File: src/rtl/obj_dma_scheduler.sv
// Object-RAM to object-buffer DMA scheduler: one 1024-byte copy per frame,
// started at V479/H128, sharing the object-RAM port with the CPU.
module obj_dma_scheduler (
   input  logic       i_EMU_MCLK,
   input  logic       i_MRST_n,
   input  logic       i_EMU_CLK6MPCEN_n,
   input  logic [8:0] i_HCNTR,
   input  logic [8:0] i_VCNTR,
   input  logic       i_DMA_EN,
   input  logic       i_CPU_REQ,
   input  logic [9:0] i_CPU_ADDR,
   output logic       o_CPU_WAIT_n,
   output logic       o_CPU_ACK,
   output logic [9:0] o_SRC_ADDR,
   output logic       o_SRC_RD,
   input  logic [7:0] i_SRC_DATA,
   output logic [9:0] o_DST_ADDR,
   output logic [7:0] o_DST_DATA,
   output logic       o_DST_WE,
   output logic       o_DMA_BUSY,
   output logic       o_DMA_DONE,
   output logic       o_DMA_ERR
);

   typedef enum logic [1:0] {
      ST_IDLE = 2'd0,
      ST_RD   = 2'd1,
      ST_WR   = 2'd2,
      ST_DONE = 2'd3
   } state_t;

   localparam logic [8:0] START_V = 9'd479;
   localparam logic [8:0] START_H = 9'd128;
   localparam logic [8:0] ABORT_V = 9'd495;
   localparam logic [9:0] LAST_C  = 10'd1023;

   state_t     state_q, state_d;
   logic [9:0] cnt_q, cnt_d;
   logic       src_rd_q, src_rd_d;
   logic       dst_we_q, dst_we_d;
   logic [9:0] dst_addr_q, dst_addr_d;
   logic [7:0] dst_data_q, dst_data_d;
   logic       busy_q, busy_d;
   logic       done_q, done_d;
   logic       err_q, err_d;
   logic       ack_q, ack_d;

   logic en_s;
   logic start_s;
   logic abort_s;

   assign en_s    = ~i_EMU_CLK6MPCEN_n;
   assign start_s = (i_VCNTR == START_V) && (i_HCNTR == START_H) && i_DMA_EN;
   assign abort_s = (i_VCNTR == ABORT_V);

   // Next-state logic; strobes fall back to zero on every enable cycle
   always_comb begin
      state_d    = state_q;
      cnt_d      = cnt_q;
      src_rd_d   = src_rd_q;
      dst_we_d   = dst_we_q;
      dst_addr_d = dst_addr_q;
      dst_data_d = dst_data_q;
      busy_d     = busy_q;
      done_d     = done_q;
      err_d      = err_q;
      ack_d      = ack_q;
      if (en_s) begin
         src_rd_d = 1'b0;
         dst_we_d = 1'b0;
         done_d   = 1'b0;
         ack_d    = 1'b0;
         case (state_q)
            ST_IDLE: begin
               if (start_s) begin
                  state_d  = ST_RD;
                  cnt_d    = 10'd0;
                  err_d    = 1'b0;
                  busy_d   = 1'b1;
                  src_rd_d = 1'b1;
               end else if (i_CPU_REQ) begin
                  // Alternate grant cycles so a held request acks every 2nd enable
                  ack_d = ~ack_q;
               end else begin
                  ack_d = 1'b0;
               end
            end
            ST_RD: begin
               if (abort_s) begin
                  state_d = ST_IDLE;
                  busy_d  = 1'b0;
                  err_d   = 1'b1;
               end else begin
                  state_d    = ST_WR;
                  dst_we_d   = 1'b1;
                  dst_addr_d = cnt_q;
                  dst_data_d = i_SRC_DATA;
               end
            end
            ST_WR: begin
               if (abort_s) begin
                  state_d = ST_IDLE;
                  busy_d  = 1'b0;
                  err_d   = 1'b1;
               end else if (cnt_q == LAST_C) begin
                  state_d = ST_DONE;
                  done_d  = 1'b1;
                  busy_d  = 1'b0;
               end else begin
                  state_d  = ST_RD;
                  cnt_d    = cnt_q + 10'd1;
                  src_rd_d = 1'b1;
               end
            end
            ST_DONE: begin
               state_d = ST_IDLE;
            end
            default: begin
               state_d = ST_IDLE;
               busy_d  = 1'b0;
            end
         endcase
      end else begin
         state_d = state_q;
      end
   end

   // State and registered outputs
   always_ff @(posedge i_EMU_MCLK or negedge i_MRST_n) begin
      if (!i_MRST_n) begin
         state_q    <= ST_IDLE;
         cnt_q      <= 10'd0;
         src_rd_q   <= 1'b0;
         dst_we_q   <= 1'b0;
         dst_addr_q <= 10'd0;
         dst_data_q <= 8'd0;
         busy_q     <= 1'b0;
         done_q     <= 1'b0;
         err_q      <= 1'b0;
         ack_q      <= 1'b0;
      end else begin
         state_q    <= state_d;
         cnt_q      <= cnt_d;
         src_rd_q   <= src_rd_d;
         dst_we_q   <= dst_we_d;
         dst_addr_q <= dst_addr_d;
         dst_data_q <= dst_data_d;
         busy_q     <= busy_d;
         done_q     <= done_d;
         err_q      <= err_d;
         ack_q      <= ack_d;
      end
   end

   // A write already on the bus is killed in the very cycle the window closes
   assign o_DST_WE     = dst_we_q & ~abort_s;
   assign o_SRC_ADDR   = busy_q ? cnt_q : i_CPU_ADDR;
   assign o_CPU_WAIT_n = ~(busy_q & i_CPU_REQ);
   assign o_SRC_RD     = src_rd_q;
   assign o_DST_ADDR   = dst_addr_q;
   assign o_DST_DATA   = dst_data_q;
   assign o_DMA_BUSY   = busy_q;
   assign o_DMA_DONE   = done_q;
   assign o_DMA_ERR    = err_q;
   assign o_CPU_ACK    = ack_q;

endmodule

File: config.mk
export PLATFORM = sky130hd
export DESIGN_NAME = obj_dma_scheduler
export DESIGN_NICKNAME = d
export VERILOG_FILES = /design/src/rtl/obj_dma_scheduler.sv
export SDC_FILE = /design/constraint.sdc
export NUM_CORES = 1
export LEC_CHECK = 0
export BUFFER_PORTS_ARGS = -buffer_cell sky130_fd_sc_hd__buf_4
export CORE_MARGIN = 2
export CORE_UTILIZATION = 43
export CTS_BUF_LIST = sky130_fd_sc_hd__clkbuf_16
export CTS_CLUSTER_DIAMETER = 60
export DETAILED_ROUTE_END_ITERATION = 10
export HOLD_SLACK_MARGIN = 0.02
export PLACE_DENSITY = 0.71
export REMOVE_ABC_BUFFERS = 1
export SYNTH_ARGS = -nofsm -noshare
export SYNTH_HDL_FRONTEND = slang
export SYNTH_SLANG_ARGS = --single-unit
File: constraint.sdc
create_clock -name i_EMU_MCLK -period 3.6 [get_ports i_EMU_MCLK]
set_clock_uncertainty 0.05 [all_clocks]
set_input_delay 0.36 -clock i_EMU_MCLK [delete_from_list [all_inputs] [get_ports i_EMU_MCLK]]
set_output_delay 0.36 -clock i_EMU_MCLK [all_outputs]
set_load 0.05 [all_outputs]
==> results_dict.tcl, run 1 <==
set metrics [dict create \
    cts_resized 0 \
    syn-cell-area_mm2 0.00193 \
    grt_pass1_vias 1640 \
    power.density_mw_per_mm2 864 \
    synth_top_family_by_area "simple AND/OR/NAND/NOR gates" \
    layout_common_cells "buf_4 (75), dfrtp_1 (36), mux2_2 (26)" \
    htree_levels 2 \
    tns_ns 0 \
    place_inst 293 \
    crit_path_end_kind "register" \
    synth_area_per_cell_um2 11.2 \
    antenna_found_initial 0 \
    rows 24 \
    dp_hpwl_um 3290 \
    setup_viol 0 \
    clk_latency_ns 0.27 \
    crit_path_max_fanout 13 \
    holdBufCountCts 1 \
    grt_max_degree 37 \
    initial_utilization_pct 44.4 \
    path_clk_slew_ns 0.05 \
    drv_slew 0 \
    ys_warn_count 0 \
    layout_commonest_cell "buf_4" \
    route.detailed.wl_per_inst_um 14.3 \
    synth_largest_area_cell "dfrtp_1" \
    synth_compound_area_share_pct 14.1 \
    drive_above_1_share_pct 47.6 \
    fin_cells 302 \
    clock_sinks 36 \
    wirelength_um 4330 \
    first_pass_iters 4 \
    grt-ovfl-total 0 \
    die_x_um 71.0 \
    synth_area_leaders "dfrtp_1 (47%), mux2_2 (15%), ha_1 (2.6%)" \
    max-cap-violations 0 \
    timing.fmax_mhz 468 \
    final_nets 294 \
    synth_cell_types 48 \
    grt_usage_pct 18.6 \
    drt_iter0_markers 82 \
    finalHoldViolCount 0 \
    period_share_pct 59.3 \
    ir_drop_mv 0.331 \
    area_growth_pct 39.3 \
    ys_ff_latch 36 \
    synth-xor-area-share_pct 0 \
    tightest_slew_ns 0.589 \
    core_mm2 0.00435 \
    die_area_mm2 0.00504 \
    port_buffers 75 \
    rsz0062_at_grt "false" \
    status "completed" \
    cp_data_arrival_time_ns 2.24 \
    vias 1633 \
    postCtsSetupBuffers 0 \
    clock_path_buffers 2 \
    hp-class "primary input to register" \
    root_buffer "clkbuf_16" \
    synthMuxAreaShare_pct 16.2 \
    cts_tree "done" \
    gp_congestion 0.802 \
    io_pins 76 \
    drcViolationCount 0 \
    fp.dieH_um 71.0 \
    cp.required_ns 3.71 \
    antenna_cells 0 \
    slew_headroom_pct 60.7 \
    start_kind "register" \
    numCtsBuffers 5 \
    synth.yosys.seq_area_share_pct 46.6 \
    grt_pass1_wl_um 7470 \
    leakage_nw 1.31 \
    synth_top_area_share_pct 46.6 \
    syn_inst 172 \
    setup.worst_path.class "register to register" \
    ant_nets 0 \
    synth_fa_ha_area_share_pct 2.59 \
    synth-simple-area-share_pct 17.2 \
    min_period_ns 2.14 \
    vias_per_cell 5.41 \
]
-- power by group --
part / internal (mW) / total (mW) / switching (mW)
Combinational: 0.427 / 1.20 / 0.777
Clock: 0.322 / 0.478 / 0.156
Sequential: 0.528 / 0.644 / 0.116
Total: 1.28 / 2.33 / 1.05
-- logic make-up after synthesis --
kind of cell	after synthesis
and+or+nand+nor	56
muxes	28
buffers and inverters	12
DFF	36
AOI/OAI and AO/OA	36
adders and majority gates	4
-- routing by layer --
| layer | global-route usage, % | wire [um] | up-vias |
|---|---|---|---|
| li1 | - | - | 786 |
| met1 | 23.9 | 1900 | 769 |
| met2 | 30.7 | 2010 | 73 |
| met3 | 5.56 | 378 | 5 |
| met4 | 5.03 | 46 | 0 |
| met5 | 0 | 0 | - |
-- cell usage after synthesis, drive strengths merged --
cell,number
dfrtp,36
mux2,26
nand2,13
nor2,8
nor3,8
o21ai,7
a31oi,6
inv,6
buf,5
or3,5
a21oi,4
and3,4
ha,4
nand3,4
o31ai,4
nand2b,3
nand4,3
o211ai,3
a221o,2
and2,2
mux2i,2
nor2b,2
o31a,2
a21boi,1
a21o,1
a22o,1
a22oi,1
clkbuf,1
nand3b,1
nor4,1
nor4b,1
nor4bb,1
o21a,1
o22a,1
o22ai,1
o41ai,1
-- flip-flops by register name (all words and copies together) (netlist names) --
name / cells
cnt_q: 10
o_DST_ADDR: 10
o_DST_DATA: 8
state_q: 2
dst_we_q: 1
o_CPU_ACK: 1
o_DMA_BUSY: 1
o_DMA_DONE: 1
o_DMA_ERR: 1
o_SRC_RD: 1
-- per-stage QoR --
step | power [mW] | setup WS (ns) | hold WS [ns] | utilization, % | area [um^2]
6_report | 2.33 | 1.46 | 0.266 | 61.8 | 2690
5_1_grt | 2.45 | 1.30 | 0.260 | 61.8 | 2690
4_1_cts | 2.34 | 1.46 | 0.264 | 61.8 | 2690
3_5_place_dp | 1.86 | 1.45 | 0.290 | 57.8 | 2520
3_3_place_gp | 1.85 | 1.48 | 0.288 | 57.8 | 2520
2_1_floorplan | 1.49 | 1.73 | 0.0144 | - | 1890
-- worst max-delay path, cell delays in order, from the launching register on --
cell,delay [ns]
dfrtp_1,0.38
inv_1,0.11
ha_1,0.45
o31ai_4,0.19
nor2_2,0.35
o21ai_2,0.13
a221o_1,0.36
-- layout make-up --
cell class | count | area, um^2
fillers | 377 | 1660
multi-input cells | 124 | 966
flip-flops and latches | 36 | 901
repair buffers | 76 | 573
clock buffers | 5 | 125
well taps | 52 | 65.1
clock inverters | 3 | 38.8
inverters | 6 | 22.5
-- path summary, 6_finish.rpt --
kind | slack, ns | from | depth (start not counted) | end
min in group asynchronous | 0.53 | i_MRST_n | 2 | o_DST_DATA[1]
min reg2reg | 0.43 | dst_we_q | 2 | dst_we_q
max | 1.46 | state_q[0] | 6 | cnt_q[7]
min | 0.27 | i_SRC_DATA[3] | 2 | o_DST_DATA[3]
max in group asynchronous | 2.66 | i_MRST_n | 2 | dst_we_q
max reg2reg | 1.46 | state_q[0] | 6 | cnt_q[7]
Power figures use the tool's default switching activity.
==> run 2: changes to the inputs <==
- PLACE_DENSITY: 0.71 -> 0.74
- clock period: 3.6 -> 1.8 ns (I/O delays scaled with it)
==> results_dict.tcl, run 2 (same netlist as run 1, synthesis figures left out) <==
set metrics [dict create \
    start_kind "register" \
    crit_path_max_fanout 8 \
    cp-endpoint "cnt_q[5]" \
    drcViolationCount 0 \
    numCtsBuffers 5 \
    finalHoldViolCount 0 \
    final_nets 311 \
    slew_headroom_pct 69.6 \
    antenna_found_initial 0 \
    gp_congestion 0.862 \
    ir_drop_mv 0.849 \
    pwr-share-clk_pct 17.3 \
    path_cells "ha_2 > nand3_4 > nor3_4 > buf_4 > nor3_2 > a221o_1" \
    fillCellCount 349 \
    core_mm2 0.00435 \
    grt_pass1_vias 1645 \
    die_area_mm2 0.00504 \
    period_share_pct 94.3 \
    drv_slew 0 \
    layout_commonest_cell "buf_4" \
    route.detailed.wl_per_inst_um 14.2 \
    clk_latency_ns 0.27 \
    die_x_um 71.0 \
    power.density_mw_per_mm2 1660 \
    p_int_mw 2.57 \
    min_period_ns 1.70 \
    r2r_start "cnt_q[0]" \
    net-switching-power_mw 2.14 \
    port_buffers 75 \
    status "completed" \
    dp_hpwl_um 3430 \
    initial_utilization_pct 44.4 \
    tightest_slew_ns 0.456 \
    first_pass_iters 5 \
    wirelength_um 4540 \
    crit_path_start "cnt_q[0]" \
    reg2reg_depth 6 \
    hp-class "primary input to register" \
    fp.dieH_um 71.0 \
    cp_data_arrival_time_ns 1.80 \
    place_inst 310 \
    multi_input_area_um2 987 \
    ant_nets 0 \
    cp_slowest_cell "dfrtp_1" \
    grt_usage_pct 18.5 \
    drt_iter0_markers 90 \
    p_comb_share_pct 57.0 \
    p_sw_share_pct 45.5 \
    layout_common_cells "buf_4 (91), dfrtp_1 (35), mux2_2 (26)" \
    setup_viol 0 \
    tns_ns 0 \
    drive_above_1_share_pct 52.1 \
    timing.fmax_mhz 589 \
    reg2reg_to "cnt_q[5]" \
    grt_pass1_wl_um 7380 \
    clock_path_buffers 2 \
    path_clk_slew_ns 0.05 \
    antenna_cells 0 \
    crit_path_end_kind "register" \
    utilization_pct 65.0 \
    area_growth_pct 46.5 \
    cts_tree "done" \
    critPathMaxStageDelay_ns 0.35 \
    holdWs_ns 0.0827 \
    rsz0062_at_grt "false" \
    vias 1743 \
    max-cap-violations 0 \
    cp.required_ns 1.90 \
    htree_levels 2 \
    regArea_um2 902 \
    clock_sinks 36 \
    root_buffer "clkbuf_16" \
    rows 24 \
    vias_per_cell 5.46 \
    leakage_nw 1.39 \
    setup.worst_path.class "register to register" \
    ff2ff_setup_slack_ns 0.10 \
    io_pins 76 \
    pwr-share-seq_pct 25.7 \
    grt_max_degree 37 \
    grt-ovfl-total 0 \
    fin_cells 319 \
]
run 2: through the flow:
| step | worst slack, ns | cell area [um^2] | power [mW] |
|---|---|---|---|
| finish | 0.102 | 2830 | 4.71 |
| global placement | 0.0729 | 2660 | 3.87 |
| floorplan | -0.0692 | 1890 | 2.98 |
| global route | 0.00595 | 2830 | 4.95 |
| detailed placement | 0.00291 | 2660 | 3.90 |
| CTS | 0.00890 | 2810 | 4.74 |
run 2: layout make-up:
cell class	count	share of cell area (%)
clock buffer	5	4.42
sequential	36	31.9
tap	52	2.30
multi-input combinational	124	34.9
clock inverter	3	0.531
timing repair buffer	93	25.2
inverter	6	0.796
run 2: critical path, delay by kind of cell (launching register included):
family | cells | cell delay [ns]
AO/OA/AOI/OAI | 1 | 0.32
adder cells (fa/ha/maj) | 1 | 0.22
buffers and inverters | 1 | 0.17
flip-flops | 1 | 0.35
AND/OR/NAND/NOR | 3 | 0.47
run 2: worst min path at each step:
stage | from | endpoint | slack [ns] | cells past startpoint
3_3_place_gp | i_MRST_n | o_DST_DATA[3] | 0.11 | 1
3_5_place_dp | i_MRST_n | o_DST_ADDR[4] | 0.11 | 1
6_report | i_SRC_DATA[5] | o_DST_DATA[5] | 0.08 | 2
4_1_cts | i_SRC_DATA[4] | o_DST_DATA[4] | 0.08 | 2
2_1_floorplan | i_MRST_n | cnt_q[0] | -0.17 | 0
5_1_grt | i_SRC_DATA[3] | o_DST_DATA[3] | 0.08 | 2
run 2: timing repair:
item / CTS / global route
hold buffers: 1 / 0
cloned: 0 / 0
resized for setup: 1 / 5
setup endpoints to repair: 2 / 9
setup buffers: 0 / 0
hold endpoints to repair: 36 / 0
run 2: power groups by stage:
stage	logic (mW)	registers, mW	clock network, mW
after detailed placement	2.67	1.22	0
after global routing	2.83	1.24	0.877
after global placement	2.66	1.21	0
after floorplan	1.15	1.84	0
final	2.68	1.21	0.812
after CTS	2.69	1.21	0.832
run 2: layer usage:
metal  track usage, %  share of wire (%)
met5                0                  0
met4             5.45               0.24
met3             5.84                7.1
met2             32.3                 50
met1             22.0                 42
==> run 3: changes to the inputs <==
==> constraint.sdc (replaced) <==
create_clock -name i_EMU_MCLK -period 1.8 [get_ports i_EMU_MCLK]
set_clock_uncertainty 0.05 [all_clocks]
set_input_delay 0.09 -clock i_EMU_MCLK [delete_from_list [all_inputs] [get_ports i_EMU_MCLK]]
set_output_delay 0.09 -clock i_EMU_MCLK [all_outputs]
set_load 0.05 [all_outputs]
==> results_dict.tcl, run 3 (same netlist as run 1, synthesis figures left out) <==
set metrics [dict create \
    pre_cts_ws_ns 0.0602 \
    critPathMaxStageDelay_ns 0.46 \
    start_kind "register" \
    setup.worst_path.class "register to register" \
    drv_slew 0 \
    area_growth_pct 49.9 \
    utilization_pct 66.5 \
    gp_congestion 0.903 \
    first_pass_iters 4 \
    ir_drop_mv 0.771 \
    setup_viol 0 \
    cp.required_ns 1.89 \
    grt_pass1_wl_um 8180 \
    drcViolationCount 0 \
    grt_max_degree 37 \
    ant_nets 0 \
    p_total_mw 4.75 \
    dpl_cell_area_mm2 0.00262 \
    hp-class "primary input to register" \
    dp_hpwl_um 3490 \
    drt_iter0_markers 91 \
    drive_above_1_share_pct 50.9 \
    grt-ovfl-total 0 \
    fillCellCount 342 \
    die_x_um 71.0 \
    rows 24 \
    clock_path_buffers 2 \
    final_nets 314 \
    layout_commonest_cell "buf_4" \
    route.detailed.wl_per_inst_um 14.8 \
    finalHoldViolCount 0 \
    vias_per_cell 5.41 \
    min_period_ns 1.72 \
    antenna_found_initial 0 \
    grt_usage_pct 20.5 \
    stdcell_area_mm2 0.00290 \
    root_buffer "clkbuf_16" \
    crit_path_max_fanout 7 \
    wirelength_um 4770 \
    path_clk_slew_ns 0.05 \
    cp_data_arrival_time_ns 1.82 \
    tns_ns 0 \
    timing.final.ws_setup_ns 0.0778 \
    core_mm2 0.00435 \
    status "completed" \
    path_cells "nand4_2 > or3_1 > o31a_1 > o21ai_1 > o41ai_1" \
    slew_headroom_pct 64.3 \
    period_share_pct 95.7 \
    ff2ff_setup_slack_ns 0.08 \
    clk_latency_ns 0.28 \
    initial_utilization_pct 44.4 \
    postCtsSetupBuffers 0 \
    cp_slowest_cell "dfrtp_1" \
    numCtsBuffers 5 \
    timing.fmax_mhz 581 \
    antenna_cells 0 \
    cts_tree "done" \
    port_buffers 75 \
    io_pins 76 \
    tightest_slew_ns 0.536 \
    die_area_mm2 0.00504 \
    rsz0062_at_grt "true" \
    grt_pass1_vias 1796 \
    power.density_mw_per_mm2 1640 \
    crit_path_end_kind "register" \
    vias 1736 \
    htree_levels 2 \
    layout_common_cells "buf_4 (86), dfrtp_1 (34), mux2_2 (26)" \
    max-cap-violations 0 \
    leakage_nw 1.38 \
    clock_sinks 36 \
    fp.dieH_um 71.0 \
]
run 3: area by class of cell:
type / instances / area, um^2 / area share (%)
multi-input combinational: 124 / 1020 / 35.1
sequential: 36 / 903 / 31.2
timing repair buffer: 96 / 756 / 26.1
clock buffer: 5 / 125 / 4.32
tap: 52 / 65.1 / 2.25
inverter: 6 / 22.5 / 0.778
clock inverter: 2 / 7.51 / 0.259
run 3: timing repair:
action	4_1_cts	5_1_grt
endpoints found under the setup margin	0	11
resized for setup	0	13
endpoints found under the hold margin	44	0
hold buffers	9	0
run 3: final timing paths:
| kind | startpoint | to | depth (start not counted) |
|---|---|---|---|
| setup / recovery | cnt_q[5] | cnt_q[9] | 5 |
| hold / removal | i_CPU_REQ | o_CPU_ACK | 3 |
| setup reg to reg | cnt_q[5] | cnt_q[9] | 5 |
| hold reg to reg | dst_we_q | dst_we_q | 2 |
| max in group asynchronous | i_MRST_n | cnt_q[3] | 2 |
| min in group asynchronous | i_MRST_n | o_DST_DATA[2] | 2 |
run 3: power breakdown:
group	switching [mW]	leakage [nW]	internal [mW]	total [mW]
Sequential	0.220	0.465	1.06	1.28
Clock	0.297	0.0648	0.494	0.791
Combinational	1.64	0.853	1.04	2.69
run 3: metal layers:
layer	routed length [um]	vias to the layer above	GRT usage [%]
met5	0	-	0
met4	95	0	6.71
met3	327	10	4.56
met2	2470	76	36.3
met1	1870	820	24.6
li1	-	830	-
run 3: per-stage QoR:
stage	instances	hold slack (ns)
floorplan	166	-0.256
global placement	305	0.0205
detailed placement	305	0.0212
CTS	321	0.0243
global route	321	0.0270
finish	321	0.0256
run 3: worst max-delay path: cells and delay by family, from the launching register on:
kind               cells  cell delay [ns]
and+or+nand+nor        2             0.64
DFF                    1             0.46
AOI/OAI and AO/OA      3             0.44
